==> src/rtl/axil_regfile.sv <==
// ---------------------------------------------------------------------------
// axil_regfile -- parametrised AXI4-Lite slave register file
//
// Provides NUM_REGS read/write registers of DATA_WIDTH bits behind an
// AXI4-Lite slave port. Writes honour byte strobes. The AW and W channels may
// be accepted in either order or on the same edge. R and B channels support
// full backpressure. Out-of-range accesses complete with SLVERR and have no
// side effects.
//
// Optional build macro:
//   AXIL_REGFILE_PROT_EN - when defined, an access to register n with
//                          PRIV_MASK[n]=1 and AxPROT[0]=0 completes with SLVERR
//                          (write discarded, read data 0). When undefined,
//                          ARPROT/AWPROT and PRIV_MASK are ignored.
//
// Ports:
//   ACLK, ARESETN                 clock (rising edge), async active-low reset
//   ARADDR/ARPROT/ARVALID/ARREADY read address channel
//   RDATA/RRESP/RVALID/RREADY     read data channel
//   AWADDR/AWPROT/AWVALID/AWREADY write address channel
//   WDATA/WSTRB/WVALID/WREADY     write data channel
//   BRESP/BVALID/BREADY           write response channel
//
// Every output is driven directly from a flop.
// ---------------------------------------------------------------------------
module axil_regfile #(
    parameter int                  DATA_WIDTH = 32,
    parameter int                  ADDR_WIDTH = 8,
    parameter int                  NUM_REGS   = 8,
    parameter logic [31:0]         RESET_BASE = 32'h1FEB0000,
    parameter logic [NUM_REGS-1:0] PRIV_MASK  = '0
) (
    input  logic                    ACLK,
    input  logic                    ARESETN,
    // read address
    input  logic [ADDR_WIDTH-1:0]   ARADDR,
    input  logic [2:0]              ARPROT,
    input  logic                    ARVALID,
    output logic                    ARREADY,
    // read data
    output logic [DATA_WIDTH-1:0]   RDATA,
    output logic [1:0]              RRESP,
    output logic                    RVALID,
    input  logic                    RREADY,
    // write address
    input  logic [ADDR_WIDTH-1:0]   AWADDR,
    input  logic [2:0]              AWPROT,
    input  logic                    AWVALID,
    output logic                    AWREADY,
    // write data
    input  logic [DATA_WIDTH-1:0]   WDATA,
    input  logic [DATA_WIDTH/8-1:0] WSTRB,
    input  logic                    WVALID,
    output logic                    WREADY,
    // write response
    output logic [1:0]              BRESP,
    output logic                    BVALID,
    input  logic                    BREADY
);

    localparam int STRB_W = DATA_WIDTH / 8;
    localparam int OFFS   = $clog2(STRB_W);

    localparam logic [1:0] RESP_OKAY   = 2'b00;
    localparam logic [1:0] RESP_SLVERR = 2'b10;

    localparam logic [0:0] R_IDLE = 1'b0;
    localparam logic [0:0] R_DATA = 1'b1;

    localparam logic [1:0] W_IDLE = 2'b00;
    localparam logic [1:0] W_ADDR = 2'b01;
    localparam logic [1:0] W_DATA = 2'b10;
    localparam logic [1:0] W_RESP = 2'b11;

    // -----------------------------------------------------------------------
    // Register storage (flattened view for the read mux)
    // -----------------------------------------------------------------------
    logic [NUM_REGS-1:0][DATA_WIDTH-1:0] reg_vals;

    // -----------------------------------------------------------------------
    // Read channel state
    // -----------------------------------------------------------------------
    logic [0:0]            r_state_reg;
    logic                  arready_reg;
    logic                  rvalid_reg;
    logic [DATA_WIDTH-1:0] rdata_reg;
    logic [1:0]            rresp_reg;

    logic [31:0]           rd_idx;
    logic [NUM_REGS-1:0]   rd_hit;
    logic [DATA_WIDTH-1:0] rd_val;
    logic                  rd_err;
    logic                  ar_hs;

    // -----------------------------------------------------------------------
    // Write channel state
    // -----------------------------------------------------------------------
    logic [1:0]            w_state_reg;
    logic                  awready_reg;
    logic                  wready_reg;
    logic                  bvalid_reg;
    logic [1:0]            bresp_reg;
    logic [ADDR_WIDTH-1:0] waddr_reg;
    logic [DATA_WIDTH-1:0] wdata_reg;
    logic [STRB_W-1:0]     wstrb_reg;

    logic                  aw_hs;
    logic                  w_hs;
    logic                  commit_en;
    logic [ADDR_WIDTH-1:0] wr_addr;
    logic [DATA_WIDTH-1:0] wr_data;
    logic [STRB_W-1:0]     wr_strb;
    logic [31:0]           wr_idx;
    logic [NUM_REGS-1:0]   wr_hit;
    logic                  wr_err;

    assign ar_hs = ARVALID & arready_reg;
    assign aw_hs = AWVALID & awready_reg;
    assign w_hs  = WVALID  & wready_reg;

    // Byte-offset bits are dropped; an index outside the register range
    // simply produces no hit, which is what flags the access as out of range.
    assign rd_idx = 32'(ARADDR >> OFFS);
    assign wr_idx = 32'(wr_addr >> OFFS);

    generate
        for (genvar gi = 0; gi < NUM_REGS; gi++) begin : g_decode
            assign rd_hit[gi] = (rd_idx == 32'(gi));
            assign wr_hit[gi] = (wr_idx == 32'(gi));
        end
    endgenerate

    always_comb begin
        rd_val = '0;
        for (int i = 0; i < NUM_REGS; i++) begin
            if (rd_hit[i]) begin
                rd_val = reg_vals[i];
            end
        end
    end

    // -----------------------------------------------------------------------
    // Commit source selection: whichever half of the write arrived earlier
    // comes from the holding registers, the other half from the live bus.
    // -----------------------------------------------------------------------
`ifdef AXIL_REGFILE_PROT_EN
    logic awprot0_reg;
    logic wr_prot0;
`endif

    always_comb begin
        commit_en = 1'b0;
        wr_addr   = AWADDR;
        wr_data   = WDATA;
        wr_strb   = WSTRB;
`ifdef AXIL_REGFILE_PROT_EN
        wr_prot0  = AWPROT[0];
`endif
        case (w_state_reg)
            W_IDLE: begin
                commit_en = aw_hs & w_hs;
            end
            W_ADDR: begin
                commit_en = w_hs;
                wr_addr   = waddr_reg;
`ifdef AXIL_REGFILE_PROT_EN
                wr_prot0  = awprot0_reg;
`endif
            end
            W_DATA: begin
                commit_en = aw_hs;
                wr_data   = wdata_reg;
                wr_strb   = wstrb_reg;
            end
            default: begin
                commit_en = 1'b0;
            end
        endcase
    end

    // -----------------------------------------------------------------------
    // Error decode
    // -----------------------------------------------------------------------
`ifdef AXIL_REGFILE_PROT_EN
    // Privileged registers reject unprivileged (AxPROT[0]=0) accesses.
    assign rd_err = ~(|rd_hit) | ((|(rd_hit & PRIV_MASK)) & ~ARPROT[0]);
    assign wr_err = ~(|wr_hit) | ((|(wr_hit & PRIV_MASK)) & ~wr_prot0);

    logic unused_prot;
    assign unused_prot = ^{ARPROT[2:1], AWPROT[2:1]};
`else
    assign rd_err = ~(|rd_hit);
    assign wr_err = ~(|wr_hit);

    logic unused_prot;
    assign unused_prot = ^{ARPROT, AWPROT};
`endif

    // -----------------------------------------------------------------------
    // Registers: one flop bank per register with byte-granular enables
    // -----------------------------------------------------------------------
    generate
        for (genvar gi = 0; gi < NUM_REGS; gi++) begin : g_reg
            localparam logic [DATA_WIDTH-1:0] RST_VAL =
                DATA_WIDTH'(RESET_BASE + 32'(gi));

            logic [DATA_WIDTH-1:0] value_reg;

            always_ff @(posedge ACLK or negedge ARESETN) begin
                if (!ARESETN) begin
                    value_reg <= RST_VAL;
                end else if (commit_en && wr_hit[gi] && !wr_err) begin
                    for (int b = 0; b < STRB_W; b++) begin
                        if (wr_strb[b]) begin
                            value_reg[8*b +: 8] <= wr_data[8*b +: 8];
                        end
                    end
                end
            end

            assign reg_vals[gi] = value_reg;
        end
    endgenerate

    // -----------------------------------------------------------------------
    // Read FSM. ARREADY comes up on the first edge after reset release; the
    // register value is sampled on the AR handshake edge, so a write landing
    // on that same edge is not yet visible.
    // -----------------------------------------------------------------------
    always_ff @(posedge ACLK or negedge ARESETN) begin
        if (!ARESETN) begin
            r_state_reg <= R_IDLE;
            arready_reg <= 1'b0;
            rvalid_reg  <= 1'b0;
            rdata_reg   <= '0;
            rresp_reg   <= RESP_OKAY;
        end else begin
            case (r_state_reg)
                R_IDLE: begin
                    if (ar_hs) begin
                        r_state_reg <= R_DATA;
                        arready_reg <= 1'b0;
                        rvalid_reg  <= 1'b1;
                        rdata_reg   <= rd_err ? '0 : rd_val;
                        rresp_reg   <= rd_err ? RESP_SLVERR : RESP_OKAY;
                    end else begin
                        arready_reg <= 1'b1;
                    end
                end
                default: begin
                    if (RREADY) begin
                        r_state_reg <= R_IDLE;
                        arready_reg <= 1'b1;
                        rvalid_reg  <= 1'b0;
                        rdata_reg   <= '0;
                        rresp_reg   <= RESP_OKAY;
                    end
                end
            endcase
        end
    end

    // -----------------------------------------------------------------------
    // Write FSM. Each half of the write is held until its partner arrives;
    // the commit and the B response both happen on the edge entering W_RESP.
    // -----------------------------------------------------------------------
    always_ff @(posedge ACLK or negedge ARESETN) begin
        if (!ARESETN) begin
            w_state_reg <= W_IDLE;
            awready_reg <= 1'b0;
            wready_reg  <= 1'b0;
            bvalid_reg  <= 1'b0;
            bresp_reg   <= RESP_OKAY;
            waddr_reg   <= '0;
            wdata_reg   <= '0;
            wstrb_reg   <= '0;
`ifdef AXIL_REGFILE_PROT_EN
            awprot0_reg <= 1'b0;
`endif
        end else begin
            case (w_state_reg)
                W_IDLE: begin
                    if (aw_hs && w_hs) begin
                        w_state_reg <= W_RESP;
                        awready_reg <= 1'b0;
                        wready_reg  <= 1'b0;
                        bvalid_reg  <= 1'b1;
                        bresp_reg   <= wr_err ? RESP_SLVERR : RESP_OKAY;
                    end else if (aw_hs) begin
                        w_state_reg <= W_ADDR;
                        awready_reg <= 1'b0;
                        wready_reg  <= 1'b1;
                        waddr_reg   <= AWADDR;
`ifdef AXIL_REGFILE_PROT_EN
                        awprot0_reg <= AWPROT[0];
`endif
                    end else if (w_hs) begin
                        w_state_reg <= W_DATA;
                        awready_reg <= 1'b1;
                        wready_reg  <= 1'b0;
                        wdata_reg   <= WDATA;
                        wstrb_reg   <= WSTRB;
                    end else begin
                        awready_reg <= 1'b1;
                        wready_reg  <= 1'b1;
                    end
                end
                W_ADDR: begin
                    if (w_hs) begin
                        w_state_reg <= W_RESP;
                        wready_reg  <= 1'b0;
                        bvalid_reg  <= 1'b1;
                        bresp_reg   <= wr_err ? RESP_SLVERR : RESP_OKAY;
                    end
                end
                W_DATA: begin
                    if (aw_hs) begin
                        w_state_reg <= W_RESP;
                        awready_reg <= 1'b0;
                        bvalid_reg  <= 1'b1;
                        bresp_reg   <= wr_err ? RESP_SLVERR : RESP_OKAY;
                    end
                end
                default: begin
                    if (BREADY) begin
                        w_state_reg <= W_IDLE;
                        awready_reg <= 1'b1;
                        wready_reg  <= 1'b1;
                        bvalid_reg  <= 1'b0;
                        bresp_reg   <= RESP_OKAY;
                    end
                end
            endcase
        end
    end

    // -----------------------------------------------------------------------
    // Outputs
    // -----------------------------------------------------------------------
    assign ARREADY = arready_reg;
    assign RVALID  = rvalid_reg;
    assign RDATA   = rdata_reg;
    assign RRESP   = rresp_reg;
    assign AWREADY = awready_reg;
    assign WREADY  = wready_reg;
    assign BVALID  = bvalid_reg;
    assign BRESP   = bresp_reg;

endmodule

==> config.mk <==
export PLATFORM = sky130hd
export DESIGN_NAME = axil_regfile
export DESIGN_NICKNAME = d
export VERILOG_FILES = /design/src/rtl/axil_regfile.sv
export SDC_FILE = /design/constraint.sdc
export NUM_CORES = 1
export LEC_CHECK = 0
export ABC_AREA = 1
export CAP_MARGIN = 25
export CORE_MARGIN = 2
export CORE_UTILIZATION = 52
export DETAILED_ROUTE_END_ITERATION = 12
export PLACE_DENSITY_LB_ADDON = 0.2
export RECOVER_POWER = 50
export SYNTH_ARGS = -nofsm -noshare
export SYNTH_HDL_FRONTEND = slang
export SYNTH_SLANG_ARGS = --single-unit
==> constraint.sdc <==
create_clock -name ACLK -period 2.9 [get_ports ACLK]
set_input_delay 0.58 -clock ACLK [delete_from_list [all_inputs] [get_ports ACLK]]
set_output_delay 0.58 -clock ACLK [all_outputs]
set_load 0.02 [all_outputs]
== Word-level counts from Yosys, hierarchy flattened ==
Cells that the tools add are included.
W data, S select, Z words.

* Equality and inequality tests: 21
* Muxes and demuxes: 56
* Bitwise operators: 8
* Reductions and logical operators: 65

{| class="wikitable"
|+ Operators with widths
! cell !! count
|-
| $mux W32 || 13
|-
| $reduce_and A2 Y1 || 33
|-
| $logic_not A32 Y1 || 2
|-
| $eq A6 B3 Y1 const B || 8
|-
| $mux W2 || 14
|-
| $eq A6 B2 Y1 const B || 4
|-
| $mux W1 || 21
|-
| $logic_and A1 B1 Y1 || 17
|-
| $reduce_or A8 Y1 || 2
|-
| $eq A6 B1 Y1 const B || 2
|-
| $pmux W1 S3 || 4
|-
| $pmux W2 S3 || 2
|-
| $reduce_and A4 Y1 || 3
|-
| $reduce_and A3 Y1 || 3
|-
| $mux W8 || 1
|-
| $ne A2 B2 Y1 const B || 4
|-
| $reduce_bool A3 Y1 || 2
|-
| $and A1 B1 Y1 || 4
|-
| $mux W4 || 1
|-
| $ne A4 B4 Y1 const B || 1
|-
| $not A1 Y1 || 4
|-
| $reduce_bool A4 Y1 || 1
|-
| $eq A2 B1 Y1 const B || 1
|-
| $eq A2 B2 Y1 const B || 1
|-
| other kinds (2) || 2
|}

* Register bits after elaboration: 344
* Bits of input ports: 65
* Logic and storage cells: 195

== Logic depth before layout (Yosys ltp) ==
* Word-level depth: 12
* Depth in mapped cells: 14
* Mapped depth without buffers: 13

== Least setup slack after synthesis ==
OpenSTA, ideal clock, no wires.

* Kind: reg2reg
* From: register w_state_reg[1]
* To: register g_reg[5].value_reg[11]
* Library setup time: 0.117 ns
* Arrival time: 1.892 ns
* Required time: 2.783 ns
* Setup slack: 0.891 ns
* Stages on the path, launching flop included: 14
* Buffers on the path: 0
* Period minus slack after synthesis: 2.009 ns
* Cells stage by stage: dfrtp_1 > inv_1 > ha_1 > inv_1 > nor2_2 > nand2_1 > o31ai_2 > bufinv_8 > nor2_2 > nand2_4 > inv_2 > nand2_4 > nand2_1 > nand2_1

* Word-level cells in the longest chain between the ends: 6

{| class="wikitable"
|+ RTL lines
! what !! line !! text
|-
| start, declared || 98 || <nowiki>logic [1:0] w_state_reg;</nowiki>
|-
| start signal, assigned || 269 || <nowiki>w_state_reg <= W_IDLE;</nowiki>
|-
| start signal, assigned || 284 || <nowiki>w_state_reg <= W_RESP;</nowiki>
|-
| start signal, assigned || 290 || <nowiki>w_state_reg <= W_ADDR;</nowiki>
|-
| $eq A2 B1 Y1 || 159 || <nowiki>case (w_state_reg)</nowiki>
|-
| $mux W8 || 159 ||
|-
| $logic_not A32 Y1, or another cell as far along || 129 || <nowiki>assign wr_hit[gi] = (wr_idx == 32'(gi));</nowiki>
|-
| $reduce_or A8 Y1 / $logic_and A1 B1 Y1 (equally long branches) || 193, 212 ||
|-
| $logic_and A1 B1 Y1 || 212 || <nowiki>end else if (commit_en && wr_hit[gi] && !wr_err) begin</nowiki>
|-
| $reduce_and A2 Y1 (no source line) || -- ||
|-
| end signal, assigned by index || 215 || <nowiki>value_reg[8*b +: 8] <= wr_data[8*b +: 8];</nowiki>
|-
| end, declared || 207 || <nowiki>logic [DATA_WIDTH-1:0] value_reg;</nowiki>
|}

Several ways; a longest one is shown, not always the timed one.
A chain may end at the register's enable or synchronous reset.

== Worst setup path in the final report ==
* From: register w_state_reg[1]
* To: register g_reg[6].value_reg[18]

* Word-level cells in the longest chain between the ends: 6

{| class="wikitable"
|+ RTL lines
! what !! line
|-
| $eq A2 B1 Y1 || 159
|-
| $mux W8 || 159
|-
| $logic_not A32 Y1, or another cell as far along || 129
|-
| $reduce_or A8 Y1 / $logic_and A1 B1 Y1 (equally long branches) || 193, 212
|-
| $logic_and A1 B1 Y1 || 212
|-
| $reduce_and A2 Y1 (no source line) || --
|-
| end signal, assigned by index || 215
|-
| end, declared || 207
|}

Several ways; a longest one is shown, not always the timed one.

==> results.ini <==
[clock_network]
clock_path_buffers = 3
numCtsBuffers = 38
clock-root-buffer = clkbuf_16
cts_tree = done
post_cts_resize_count = 0
postCtsSetupBuffers = 0
clock_sinks = 340
clock_latency_ns = 0.53
ctsHoldBuffers = 0
htree_levels = 2
path_clk_slew_ns = 0.06

[placed_design]
finalWeightedCongestion = 0.890
portBuffers = 93
dp_slack_ns = 0.121
hpwl_mm = 31.0
place_area_um2 = 18500

[timing]
max_freq_ghz = 0.376
worstMarginPinSlew_ns = 1.74
rsz0062_at_grt = no
fin_crit_ns = 2.66
finalSetupTns_ns = 0
period_share = 0.916
relSlewSlack = -0.157
skew_ns = 0.0187
finalMaxSlewViolations = 68
setup_viol = 0
setup_slack_ns = 0.243
finalHoldViolations = 0
hold_slack_ns = 0.457

[grt]
grt_usage = 0.283
grt_overflow = 0
grt_max_degree = 72
grt_pass1_wl_mm = 75.7
grt_pass1_vias = 14400
antenna_found_initial = 0

[yosys]
synth_top_flop_cell = dfrtp_1
synth_mux_area_frac = 0.000676
synth_area_um2 = 16600
synth_top_family_by_area = simple AND/OR/NAND/NOR gates
netlist_instances = 2175
synthXorXnorAreaFrac = 0
synth_seq_cells = 340
ys_types = 34
ys_warn_count = 0
ys_seq_area_frac = 0.519
async_reset_ff_frac = 1.00
synthAdderAreaFrac = 0.00301
synth_edf_count = 0
synth_compound_area_frac = 0.0502
synth-simple-area-share = 0.370
synth.avg_cell_area_um2 = 7.65

[drt]
detail_route.wl_per_cell_um = 17.0
drcViolationCount = 0
routed_wl_mm = 46.3
first_pass_iters = 6
ant_nets = 0
vias_per_cell = 5.53
vias = 15000
drt_iter0_drc = 1312

[critical_path]
cp_slowest_cell = dfrtp_1
timing.critical_path.mode_cell = nand2_1
critPathLaunchType = flip-flop
worstPathArrival_ns = 3.06
slowest_delay_ns = 0.40
worstPathMaxFanout = 8
crit_path_cell_trace = inv_1, ha_1, buf_4, nand2_1, o21ai_1, inv_1, nor2_1, nand2_1, nor2_1, buf_4, nand3_1, nand2_1, nand2_1
cp.required_ns = 3.30
cp.depth = 13
crit_type = flip-flop to flip-flop
end_kind = flip-flop
critical_path_buf_inv_count = 4
rr_worst_depth = 13
cp_top_family = simple AND/OR/NAND/NOR gates

[finish]
drive_gt1_frac = 0.138
fin_nets = 2354
largest_register_ffs = 256
fillCellCount = 2798
antenna_cells = 0
final_area_um2 = 19800
final_util = 0.627
areaGrowthSynthToFinish_pct = 18.9

[status]
status = complete, but fails checks
violations = capacitance limit, slew limit

[power]
power-per-cell-area_nw_per_um2 = 790
p_leak_nw = 10.3
ir_drop_v = 0.000607

[job]
drv_cap = 1

[floorplan]
fp.dieH_um = 183
dieArea_um2 = 33500
num_rows = 65
start_util = 0.528
io_pins = 106
die_w_um = 183
core-area_um2 = 31600

[hold_path]
hold_class = flip-flop to flip-flop
hold_depth = 2

final timing paths:
check / from / endpoint / slack, ns
max: w_state_reg[1]$_DFFE_PN0P_ / g_reg[6].value_reg[18]$_DFFE_PN0P_ / 0.24
min: g_reg[5].value_reg[21]$_DFFE_PN1P_ / g_reg[5].value_reg[21]$_DFFE_PN1P_ / 0.46
max reg2reg: w_state_reg[1]$_DFFE_PN0P_ / g_reg[6].value_reg[18]$_DFFE_PN0P_ / 0.24
min reg2reg: g_reg[5].value_reg[21]$_DFFE_PN1P_ / g_reg[5].value_reg[21]$_DFFE_PN1P_ / 0.46
max in group asynchronous: ARESETN / RDATA[8]$_DFFE_PN0P_ / 0.49
min in group asynchronous: ARESETN / ARREADY$_DFFE_PN0P_ / 0.51
synth_stat cells (5+ instances only):
library cell	instances	share of area
a21oi_1	67	0.020
buf_1	12	0.0027
buf_2	25	0.0075
buf_4	14	0.0063
clkbuf_1	67	0.015
dfrtp_1	240	0.36
dfstp_2	100	0.16
inv_1	106	0.024
nand2_1	888	0.20
nand2_4	5	0.0034
nand3_1	280	0.084
nand4_1	66	0.025
nor2_1	152	0.034
nor2_4	8	0.0054
o21ai_0	52	0.016
o21ai_1	35	0.011
or2_2	30	0.011
worst register-to-register path, stage by stage, from the launching register on:
cell and delay [ns]:
dfrtp_1 0.40, inv_1 0.13, ha_1 0.27, buf_4 0.19, nand2_1 0.06, o21ai_1 0.14
inv_1 0.09, nor2_1 0.15, nand2_1 0.13, nor2_1 0.12, buf_4 0.19, nand3_1 0.40
nand2_1 0.19, nand2_1 0.07
power breakdown:
group / leakage (nW) / total [W] / switching, W / internal, W
clock: 0.659 / 0.00507 / 0.00196 / 0.00311
combinational: 5.34 / 0.00415 / 0.00289 / 0.00126
sequential: 4.29 / 0.00642 / 0.000519 / 0.00591
layout make-up:
class,instances,area (µm²),share of cell area
clock buffer,59,1190,0.0603
tap,402,503,0.0254
clock inverter,11,144,0.00727
sequential,340,8630,0.436
inverter,108,419,0.0212
multi-input combinational,1609,7130,0.360
timing repair buffer,188,1770,0.0894
layout by cell type, fill, tap and decap left out, types with 30 or more instances in the layout:
master | synthesis | routed
clkdlybuf4s50_1 | 0 | 90
a21oi_1 | 67 | 67
dfrtp_1 | 240 | 240
o21ai_0 | 52 | 48
or2_2 | 30 | 30
dfstp_2 | 100 | 100
inv_1 | 106 | 106
nand3_1 | 280 | 280
o21ai_1 | 35 | 35
nand2_1 | 888 | 888
nor2_1 | 152 | 149
nand4_1 | 66 | 66
buf_4 | 14 | 74
clkbuf_16 | 0 | 41
per-stage QoR:
step,std cells,power (W)
after floorplan,2176,0.00895
after global placement,2647,0.0105
after detailed placement,2647,0.0106
after CTS,2717,0.0157
after global routing,2717,0.0165
final,2717,0.0156
cell families (layout without fill, tap and decap cells):
kind of cell,Yosys count,after routing
flops,340,340
mux,1,1
other cells,1,2
simple gates,1440,1440
buf+inv,227,366
fa+ha+maj,4,4
compound gates,162,162
routing by layer:
metal / share of wire / wire length, µm / track usage
met5: 0 / 0 / 0
met4: 0.026 / 1190 / 0.0822
met3: 0.081 / 3760 / 0.0502
met2: 0.45 / 20800 / 0.438
met1: 0.44 / 20600 / 0.409
(Power assumes the default switching activity.)
